[src/rtl/period_meter_if.sv]
// Signal bundle between a period_meter and the logic that drives and observes it.
// The master drives the measured wave and soft restart; the slave reports edges, periods and stalls.
interface period_meter_if #(
    parameter int CNT_W = 32
);
    logic             sig_in;
    logic             clear;
    logic             edge_tick;
    logic [CNT_W-1:0] period_out;
    logic             period_valid;
    logic             stalled;

    modport master (
        output sig_in,
        output clear,
        input  edge_tick,
        input  period_out,
        input  period_valid,
        input  stalled
    );

    modport slave (
        input  sig_in,
        input  clear,
        output edge_tick,
        output period_out,
        output period_valid,
        output stalled
    );
endinterface

[src/rtl/period_meter.sv]
// Measures the period of a slow square wave in clk cycles and flags the input as stalled
// when no rising edge arrives within TIMEOUT cycles.
module period_meter #(
    parameter int CNT_W   = 32,
    parameter int TIMEOUT = 100_000_000
) (
    input  logic          clk,
    input  logic          rst,
    period_meter_if.slave bus
);
    typedef enum logic [1:0] {
        IDLE,
        MEASURE,
        STALLED
    } state_t;

    localparam logic [CNT_W-1:0] TIMEOUT_M1 = CNT_W'(TIMEOUT - 1);
    localparam logic [CNT_W-1:0] ONE        = CNT_W'(1);

    state_t           state, state_next;
    logic             sync1, sync2, prev;
    logic             rise;
    logic [CNT_W-1:0] counter, counter_next;
    logic [CNT_W-1:0] period_q, period_next;
    logic             edge_tick_q, valid_q, valid_next;
    logic             stalled_q, stalled_next;

    assign rise = sync2 & ~prev;

    // Soft clear behaves exactly like reset so a partial count is never reported.
    always_ff @(posedge clk) begin
        if (rst || bus.clear) begin
            sync1       <= 1'b0;
            sync2       <= 1'b0;
            prev        <= 1'b0;
            state       <= IDLE;
            counter     <= '0;
            edge_tick_q <= 1'b0;
            valid_q     <= 1'b0;
            period_q    <= '0;
            stalled_q   <= 1'b0;
        end else begin
            sync1       <= bus.sig_in;
            sync2       <= sync1;
            prev        <= sync2;
            state       <= state_next;
            counter     <= counter_next;
            edge_tick_q <= rise;
            valid_q     <= valid_next;
            period_q    <= period_next;
            stalled_q   <= stalled_next;
        end
    end

    // A rise always wins over the timeout; only a rise seen from MEASURE has a known interval.
    always_comb begin
        state_next   = state;
        counter_next = counter;
        valid_next   = 1'b0;
        period_next  = period_q;
        stalled_next = stalled_q;
        case (state)
            IDLE, MEASURE: begin
                if (rise) begin
                    state_next   = MEASURE;
                    counter_next = '0;
                    stalled_next = 1'b0;
                    if (state == MEASURE) begin
                        valid_next  = 1'b1;
                        period_next = counter + ONE;
                    end
                end else if (counter == TIMEOUT_M1) begin
                    state_next   = STALLED;
                    stalled_next = 1'b1;
                end else begin
                    counter_next = counter + ONE;
                end
            end
            STALLED: begin
                if (rise) begin
                    state_next   = MEASURE;
                    counter_next = '0;
                    stalled_next = 1'b0;
                end
            end
            default: begin
                state_next   = IDLE;
                counter_next = '0;
            end
        endcase
    end

    assign bus.edge_tick    = edge_tick_q;
    assign bus.period_valid = valid_q;
    assign bus.period_out   = period_q;
    assign bus.stalled      = stalled_q;
endmodule

[src/flat_wrapper.sv]
// flat-port wrapper written by rule: the top's interface ports become plain ports
module period_meter_flat 
#(
    parameter int CNT_W   = 32,
    parameter int TIMEOUT = 100_000_000
)
  (clk, rst, bus_sig_in, bus_clear, bus_edge_tick, bus_period_out, bus_period_valid, bus_stalled);
  period_meter_if #(.CNT_W(CNT_W)) bus_i ();
  input  logic clk;
  input  logic rst;
  input wire logic [$bits(bus_i.sig_in)-1:0] bus_sig_in;
  input wire logic [$bits(bus_i.clear)-1:0] bus_clear;
  output wire logic [$bits(bus_i.edge_tick)-1:0] bus_edge_tick;
  output wire logic [$bits(bus_i.period_out)-1:0] bus_period_out;
  output wire logic [$bits(bus_i.period_valid)-1:0] bus_period_valid;
  output wire logic [$bits(bus_i.stalled)-1:0] bus_stalled;
  assign bus_i.sig_in = bus_sig_in;
  assign bus_i.clear = bus_clear;
  assign bus_edge_tick = bus_i.edge_tick;
  assign bus_period_out = bus_i.period_out;
  assign bus_period_valid = bus_i.period_valid;
  assign bus_stalled = bus_i.stalled;
  period_meter #(.CNT_W(CNT_W), .TIMEOUT(TIMEOUT)) u_core (.clk(clk), .rst(rst), .bus(bus_i));
endmodule
[config.mk]
export PLATFORM = sky130hd
export DESIGN_NAME = period_meter_flat
export DESIGN_NICKNAME = d
export VERILOG_FILES = /design/src/rtl/period_meter_if.sv /design/src/rtl/period_meter.sv /design/src/flat_wrapper.sv
export SDC_FILE = /design/constraint.sdc
export NUM_CORES = 1
export LEC_CHECK = 0
export BUFFER_PORTS_ARGS = -buffer_cell sky130_fd_sc_hd__buf_4
export CAP_MARGIN = 20
export CORE_MARGIN = 3
export CORE_UTILIZATION = 45
export CTS_BUF_LIST = sky130_fd_sc_hd__clkbuf_2
export CTS_CLUSTER_DIAMETER = 50
export CTS_CLUSTER_SIZE = 8
export DETAILED_ROUTE_END_ITERATION = 8
export PLACE_DENSITY_LB_ADDON = 0.1
export SETUP_SLACK_MARGIN = 0.5
export SLEW_MARGIN = 10
export SYNTH_ARGS = -nofsm -noshare
export SYNTH_HDL_FRONTEND = slang
export SYNTH_SLANG_ARGS = --single-unit
[constraint.sdc]
create_clock -name clk -period 2.64 [get_ports clk]
set_input_delay 0.264 -clock clk [delete_from_list [all_inputs] [get_ports clk]]
set_output_delay 0.264 -clock clk [all_outputs]
set_load 0.03 [all_outputs]
==> summary.md, run 1 <==
| Metric | Value |
|---|---|
| Max Slew Vio Count | `0` |
| Reg2reg path depth | `5` |
| Final hold viol count | `0` |
| EDFF count, synth | `0` |
| Core area | `roughly 7400 um2` |
| Layout Nets | `464` |
| Pwr Density | `414 nW/um2` |
| 1st-iter DRT viols | `179` |
| Remaining Overflow, GRT | `0` |
| Mapped Cells | `422` |
| Clock skew | `0.0232 ns` |
| Top cells by area, synth | `dfxtp_1, o21ai_0, xor2_1` |
| R2r setup slk | `0.50 ns` |
| Gr usage total | `20.5%` |
| Antenna Cells | `0` |
| Asr flop ratio synth | `0%` |
| Die width | `roughly 94 um` |
| Post-synth net total | `approximately 430` |
| Die Height | `about 94 um` |
| Highest clock rate | `around 470 MHz` |
| Reg-to-Reg Start | `u_core.counter[9]` |
| Net load switching power | `between 400 and 500 uW` |
| Share of the synthesized area in the top cell type | `between 40% and 50%` |
| Sequential-to-total area share from yosys stat | `roughly two fifths` |
| Most common cell after layout, fill and taps aside | `buf_4` |
| Reg-to-Reg End | `u_core.counter[29]` |
| Placed Instance Area | `slightly below 4000 um2` |
| Worst-path maximum fanout | `8` |
| TritonCTS clock tree | `built` |
| Final core utilization | `56.4%` |
| Max_cap viols | `0` |
| Num CTS Buffers | `9` |
| Worst path most repeated cell | `or4_4` |
| Antenna-violating nets left | `0` |
| Share of layout cells above drive strength 1 | `a little under a quarter` |
| Slowest stage delay, CP | `around 0.57 ns` |
| Worst hold path class | `in2reg` |
| # IOs | `39` |
| Slew of the pin with the lowest slew margin | `slightly below 0.6 ns` |
| Routability cong. | `around 0.88` |
| Pin count of the biggest net entering global routing | `41` |
| Synthesized cell area | `between 3000 and 4000 um2` |
| Routed WL | `just under 9000 um` |
| Min-delay src | `rst` |
| First-pass GRT wire length | `14200 um` |
| Cells along the critical path | `nand4_4 > or4_4 > or4_4 > and3_4 > a211o_1` |
| Row cnt | `31` |
| Die area | `between 8000 and 9000 um2` |
| Peak supply drop | `0.191 mV` |
| Part of the power in registers | `62.7%` |
| DR WL/cell | `15.6 um` |
| Drt pass-1 iters | `5` |
| Yosys warns | `0` |
| Worst setup SP type | `flop` |
| Syn-to-layout area delta | `19.4%` |
| Critical Path RT | `between 3 and 4 ns` |
| Clock share of power | `between 30% and 40%` |
| Synth area leader | `dfxtp_1` |
| RSZ-0062 raised after global routing | `yes` |
| Crit end category | `flop` |
| Worst Path Arrival | `2.56 ns` |
| Final Cell Area | `approximately 4200 um2` |
| Post-DP HPWL | `slightly above 6000 um` |
| Residual DRC | `0` |
| Synthesized area per cell | `just over 8 um2` |
| Most used DFF post-synth | `dfxtp_1` |
| Final min period | `approximately 2.1 ns` |
| Final setup violation count | `0` |
| Initial antenna violation count | `0` |
| Slowest cell on crit path | `or4_4` |
| Worst-path clk slew | `~0.2 ns` |
| Distinct cells, synth | `49` |
| Kind of critical path | `reg2reg` |
| Worst-Skew Late Latency | `around 0.50 ns` |
| # port buffers | `38` |
| Vias in the first global route | `2947` |
| Worst slew margin | `roughly 60%` |
| Via count | `3198` |
| Hold EP | `u_core.state[0]` |
| Net Sw Frac | `between 20% and 30%` |
| CTS sink count | `72` |
| Vias per inst | `roughly 5.7` |
| Combinational fraction of design power | `~3.0%` |
| P_int | `around 1.3 mW` |
| Root buffer cell | `clkbuf_2` |
| Outcome | `finished, final reports clean` |
| Final period util | `81.2%` |
| Power Total | `about 1.7 mW` |
| Max Buffers Root-to-Sink | `2` |
| LEAKAGE | `1.59 nW` |
| Smallest hold slack | `0.203 ns` |
| Synth Register Bits | `72` |
| Commonest non-fill, non-tap cells in the layout | `buf_4, dfxtp_1, nand2_1` |
| Initial core utilization | `a little under half` |
| Hold depth | `5` |
| H-tree depth | `3` |
| Setup TNS | `0 ns` |
==> metrics by stage <==
stage | std cells | setup slack [ns]
3_5_place_dp | 538 | 0.330
5_1_grt | 563 | 0.424
2_1_floorplan | 422 | 0.501
4_1_cts | 555 | 0.443
6_report | 563 | 0.495
3_3_place_gp | 538 | 0.345
==> registers in the layout, summed over array words and instances (netlist names) <==
register	flops
u_core.bus.period_out	32
u_core.sync1	1
u_core.sync2	1
u_core.state	2
u_core.bus.stalled	1
u_core.bus.period_valid	1
u_core.counter	32
u_core.bus.edge_tick	1
u_core.prev	1
==> worst max path at each step <==
stage / depth (start not counted) / end / startpoint / slack [ns]
finish: 5 / u_core.counter[29] / u_core.counter[9] / 0.50
global route: 5 / u_core.counter[29] / u_core.counter[9] / 0.42
CTS: 5 / u_core.counter[29] / u_core.counter[1] / 0.44
detailed placement: 5 / u_core.counter[29] / u_core.counter[2] / 0.33
global placement: 7 / u_core.counter[26] / u_core.counter[0] / 0.34
floorplan: 6 / u_core.counter[29] / u_core.counter[14] / 0.50
==> timing repair <==
item,in CTS,in global routing
pin swaps,0,3
hold buffers,1,0
setup endpoints to repair,15,18
buffers inserted,0,8
gates resized for setup,19,14
endpoints found under the hold margin,1,0
==> power groups by stage <==
stage          Sequential, mW  Combinational (mW)  Clock [mW]
5_1_grt                  1.08              0.0569       0.668
6_report                 1.08              0.0518       0.592
3_5_place_dp             1.12              0.0501           0
4_1_cts                  1.09              0.0518       0.619
2_1_floorplan            1.12              0.0300           0
3_3_place_gp             1.12              0.0501           0
==> Yosys cell counts (2+ instances only) <==
cell       count
a21oi_1       25
or4_4          2
or3_1          2
nand4b_1       2
or4_1          3
dfxtp_1       72
clkbuf_1      31
xor2_1        15
xnor2_1       13
a211oi_1       9
nand3_1       12
o31ai_1        7
and3_1         9
o21ai_0       29
and2_1         8
a31oi_1        7
a221o_1        8
or2_2          2
mux2i_1        3
nor4_1        11
buf_2          6
a2bb2oi_1      2
o311ai_0       3
a21o_1         2
inv_1         11
nor3_1        18
nand4_1       12
a211o_1        4
nor4b_1        4
a32oi_1        2
and4_1         4
nor3b_1        2
nor2_1        30
nand2_1       34
nand2b_1       4
==> worst max-delay path, delay by kind of cell (launching register included) <==
kind            cells  cell delay [ns]
compound gates      1             0.21
flops               1             0.44
simple gates        4             1.41
==> routing by layer <==
| layer | part of all wire, % | up-vias | GRT usage (%) |
|---|---|---|---|
| met5 | 0 | - | 0 |
| met4 | 0.78 | 0 | 5.54 |
| met3 | 5.9 | 8 | 5.45 |
| met2 | 47 | 107 | 33.5 |
| met1 | 46 | 1469 | 26.6 |
| li1 | - | 1614 | - |
==> layout make-up <==
class | instances | area, um2
inverters | 12 | 45.0
clock buffers | 11 | 55.1
well taps | 99 | 124
repair buffers | 64 | 508
multi-input cells | 300 | 1900
clock inverters | 5 | 47.5
flip-flops and latches | 72 | 1490
fillers | 715 | 3230
==> cells by family (layout without fill, tap and decap cells) <==
| group | count (synthesis) | after routing | share of synthesized area (%) |
|---|---|---|---|
| AO/OA/AOI/OAI | 104 | 104 | 19.3 |
| XOR/XNOR | 28 | 28 | 7.01 |
| adder cells (fa/ha/maj) | 1 | 1 | 0.358 |
| buffers and inverters | 50 | 92 | 5.69 |
| flip-flops | 72 | 72 | 41.2 |
| multiplexers | 3 | 3 | 0.859 |
| AND/OR/NAND/NOR | 164 | 164 | 25.6 |
Power figures use the tool's default switching activity.
==> run 2, diff against run 1 <==
--- a/config.mk
+++ b/config.mk
@@ -5,6 +5,7 @@
 export SDC_FILE = /design/constraint.sdc
 export NUM_CORES = 1
 export LEC_CHECK = 0
+export ABC_AREA = 1
 export BUFFER_PORTS_ARGS = -buffer_cell sky130_fd_sc_hd__buf_4
 export CAP_MARGIN = 20
 export CORE_MARGIN = 3
==> constraint.sdc (replaced) <==
create_clock -name clk -period 2 [get_ports clk]
set_input_delay 0.2 -clock clk [delete_from_list [all_inputs] [get_ports clk]]
set_output_delay 0.2 -clock clk [all_outputs]
set_load 0.03 [all_outputs]
==> summary.md, run 2 <==
| Metric | Value |
|---|---|
| Outcome | `finished, final reports clean (unchanged)` |
| Multi-input combinational cell area | `2270 um2 (was 1900 um2)` |
| TritonCTS clock tree | `built (unchanged)` |
| Die width | `95.6 um (was 94.2 um)` |
| Pwr Density | `486 nW/um2 (was 414 nW/um2)` |
| Via count | `3653 (was 3198)` |
| Kind of critical path | `reg2reg (unchanged)` |
| Met2 wire length | `4900 um (was 4130 um)` |
| Top post-synthesis cells by count | `nand2_1, nor2_1, dfxtp_1, inv_1 (was dfxtp_1, nand2_1, clkbuf_1, nor2_1, o21ai_0)` |
| # IOs | `39 (unchanged)` |
| WP buf/inv | `2 (was 0)` |
| Part of the power in registers | `58.3% (was 62.7%)` |
| Worst Path Arrival | `2.15 ns (was 2.56 ns)` |
| DR top layer | `met4 (unchanged)` |
| Smallest hold slack | `0.0704 ns (was 0.203 ns)` |
| # fillers | `747 (was 715)` |
| Final hold viol count | `0 (unchanged)` |
| Mapped Cells | `575 (was 422)` |
| Highest clock rate | `595 MHz (was 466 MHz)` |
| Syn-to-layout area delta | `39.1% (was 19.4%)` |
| Worst-path clk slew | `0.22 ns (was 0.20 ns)` |
| DR WL/cell | `14.2 um (was 15.6 um)` |
| Final min period | `1.68 ns (was 2.14 ns)` |
| Worst-path maximum fanout | `8 (unchanged)` |
| RSZ-0062 raised after global routing | `yes (unchanged)` |
| Clock skew | `0.0249 ns (was 0.0232 ns)` |
| Layout Nets | `649 (was 464)` |
| Sequential-to-total area share from yosys stat | `39.9% (was 41.2%)` |
| P_int | `1.86 mW (was 1.31 mW)` |
| Post-DP HPWL | `6850 um (was 6050 um)` |
| Die Height | `95.6 um (was 94.2 um)` |
| Peak supply drop | `0.304 mV (was 0.191 mV)` |
| Storage cell area | `1510 um2 (was 1490 um2)` |
| Worst setup SP type | `flop (unchanged)` |
| Vias in the first global route | `3237 (was 2947)` |
| Slowest stage delay, CP | `0.40 ns (was 0.57 ns)` |
| Antenna-violating nets left | `0 (unchanged)` |
| Worst-Skew Late Latency | `0.53 ns (was 0.50 ns)` |
| Remaining Overflow, GRT | `0 (unchanged)` |
| Worst hold path class | `in2reg (unchanged)` |
| Synth Register Bits | `72 (unchanged)` |
| Row cnt | `32 (was 31)` |
| Clock share of power | `38.6% (was 34.3%)` |
| Post-route insts no fill | `751 (was 563)` |
| Pin count of the biggest net entering global routing | `32 (was 41)` |
| Initial antenna violation count | `0 (unchanged)` |
| Routed WL | `10600 um (was 8760 um)` |
| 1st-iter DRT viols | `167 (was 179)` |
| Count leader, synth | `nand2_1 (was dfxtp_1)` |
| LEAKAGE | `2.51 nW (was 1.59 nW)` |
| DRT met1 WL | `5040 um (was 4040 um)` |
| # port buffers | `38 (unchanged)` |
| Vias per inst | `4.86 (was 5.68)` |
| Drt pass-1 iters | `5 (unchanged)` |
| Synthesized cell area | `3610 um2 (was 3500 um2)` |
| EDFF count, synth | `0 (unchanged)` |
| Combinational fraction of design power | `3.1% (was 3.0%)` |
| Die area | `9140 um2 (was 8870 um2)` |
| Cells along the critical path | `ha_4 > nand2_4 > nor2_4 > nand2_4 > nor2_4 > nand3_4 > a21oi_4 > buf_6 > clkbuf_16 > nand2_2 > nand2_1 (was nand4_4 > or4_4 > or4_4 > and3_4 > a211o_1)` |
| Slowest cell on crit path | `dfxtp_4 (was or4_4)` |
| Asr flop ratio synth | `0% (unchanged)` |
| Commonest non-fill, non-tap cells in the layout | `nand2_1, nor2_1, inv_1 (was buf_4, dfxtp_1, nand2_1)` |
| Max_cap viols | `0 (unchanged)` |
| Synth area leader | `dfxtp_1 (unchanged)` |
| Setup TNS | `0 ns (unchanged)` |
| Final setup violation count | `0 (unchanged)` |
| Post-synth net total | `580 (was 427)` |
| Share of the synthesized area in the top cell type | `39.9% (was 41.2%)` |
| Final period util | `84.1% (was 81.2%)` |
| Gr usage total | `23.8% (was 20.5%)` |
| Synthesized area per cell | `6.28 um2 (was 8.29 um2)` |
| Share of layout cells above drive strength 1 | `37.3% (was 23.9%)` |
| Met3 wire length | `519 um (was 518 um)` |
| Worst slew margin | `75.3% (was 60.4%)` |
| Placed cell count | `706 (was 538)` |
| CTS sink count | `72 (unchanged)` |
| Net Sw Frac | `23.8% (was 23.9%)` |
| Routability cong. | `0.917 (was 0.880)` |
| Power Total | `2.44 mW (was 1.73 mW)` |
| Most common cell after layout, fill and taps aside | `nand2_1 (was buf_4)` |
| Num CTS Buffers | `9 (unchanged)` |
| First-pass GRT wire length | `16400 um (was 14200 um)` |
| Crit end category | `flop (unchanged)` |
| Residual DRC | `0 (unchanged)` |
| Yosys warns | `0 (unchanged)` |
| Initial core utilization | `46.5% (was 47.2%)` |
| Top cells by area, synth | `dfxtp_1, nand2_1, nor2_1 (was dfxtp_1, o21ai_0, xor2_1)` |
| Max Buffers Root-to-Sink | `2 (unchanged)` |
| Slew of the pin with the lowest slew margin | `0.370 ns (was 0.589 ns)` |
| Root buffer cell | `clkbuf_2 (unchanged)` |
| Antenna Cells | `0 (unchanged)` |
| Distinct cells, synth | `28 (was 49)` |
| Critical Path RT | `2.47 ns (was 3.06 ns)` |
| Core area | `7770 um2 (was 7410 um2)` |
| Top Family by Delay on Critical Path | `simple AND/OR/NAND/NOR gates (unchanged)` |
| Net load switching power | `582 uW (was 412 uW)` |
| Most used DFF post-synth | `dfxtp_1 (unchanged)` |
| Max Slew Vio Count | `0 (unchanged)` |
| H-tree depth | `3 (unchanged)` |
==> run 2: cell count changes after synthesis, sizes merged, moves of 9 or more <==
cell	before	now
a211oi	9	0
a21oi	25	7
clkbuf	31	10
inv	12	71
nand2	34	207
nand3	12	26
nor2	30	110
nor4	11	0
==> run 2: final timing paths <==
| path | startpoint | to | slack [ns] | cells past startpoint |
|---|---|---|---|---|
| worst max-delay path | u_core.counter[0] | u_core.counter[18] | 0.32 | 11 |
| worst min-delay path | rst | u_core.bus.period_out[3] | 0.07 | 5 |
| worst max register to register | u_core.counter[0] | u_core.counter[18] | 0.32 | 11 |
| worst min register to register | u_core.sync1 | u_core.sync2 | 0.43 | 2 |
==> run 2: what timing repair did <==
action	CTS	global route
hold buffers	1	0
hold endpoints to repair	1	0
resized for setup	51	157
endpoints found under the setup margin	57	64
pin swaps	5	47
setup buffers	14	10
gates cloned	3	1
==> run 2: final cells by class <==
type                       count  share of cell area, %
tap                          102                   2.54
clock inverter                 6                   1.67
timing repair buffer          77                   14.0
sequential                    72                   30.1
multi-input combinational    412                   45.1
inverter                      72                   5.55
clock buffer                  10                  0.996
==> run 2: power groups by stage <==
stage / logic (mW) / clock network, mW / registers (mW)
2_1_floorplan: 0.0318 / 0 / 1.47
3_3_place_gp: 0.0528 / 0 / 1.47
3_5_place_dp: 0.0531 / 0 / 1.47
4_1_cts: 0.0665 / 0.967 / 1.44
5_1_grt: 0.0810 / 1.02 / 1.43
6_report: 0.0752 / 0.943 / 1.43
==> run 2: tightest hold or removal path: stages <==
cell and delay [ns]:
buf_4 0.08, nor2_2 0.03, buf_4 0.16, o21ai_0 0.07
a21oi_1 0.04
==> run 2: per-layer routing <==
metal	vias to the layer above	GRT usage, %
met3	17	3.47
met4	0	8.06
met2	89	37.9
met5	-	0
met1	1669	32.9
li1	1878	-
==> run 2: logic make-up (layout without fill, tap and decap cells) <==
logic type                 Yosys count  in the layout  synth area share, %
AOI/OAI and AO/OA                   34             34                 5.02
xor gates and xnor gates            13             13                 3.15
adders and majority gates            1              1                0.346
buffers and inverters               91            165                 10.3
DFF                                 72             72                 39.9
and+or+nand+nor                    364            364                 41.3
==> run 2: per-stage QoR <==
stage	utilization, %	setup WS [ns]	cell area (um2)
2_1_floorplan	-	0.498	3630
3_3_place_gp	51.8	0.243	4030
3_5_place_dp	51.8	0.220	4030
4_1_cts	57.6	0.374	4470
5_1_grt	64.7	0.258	5020
6_report	64.7	0.319	5020
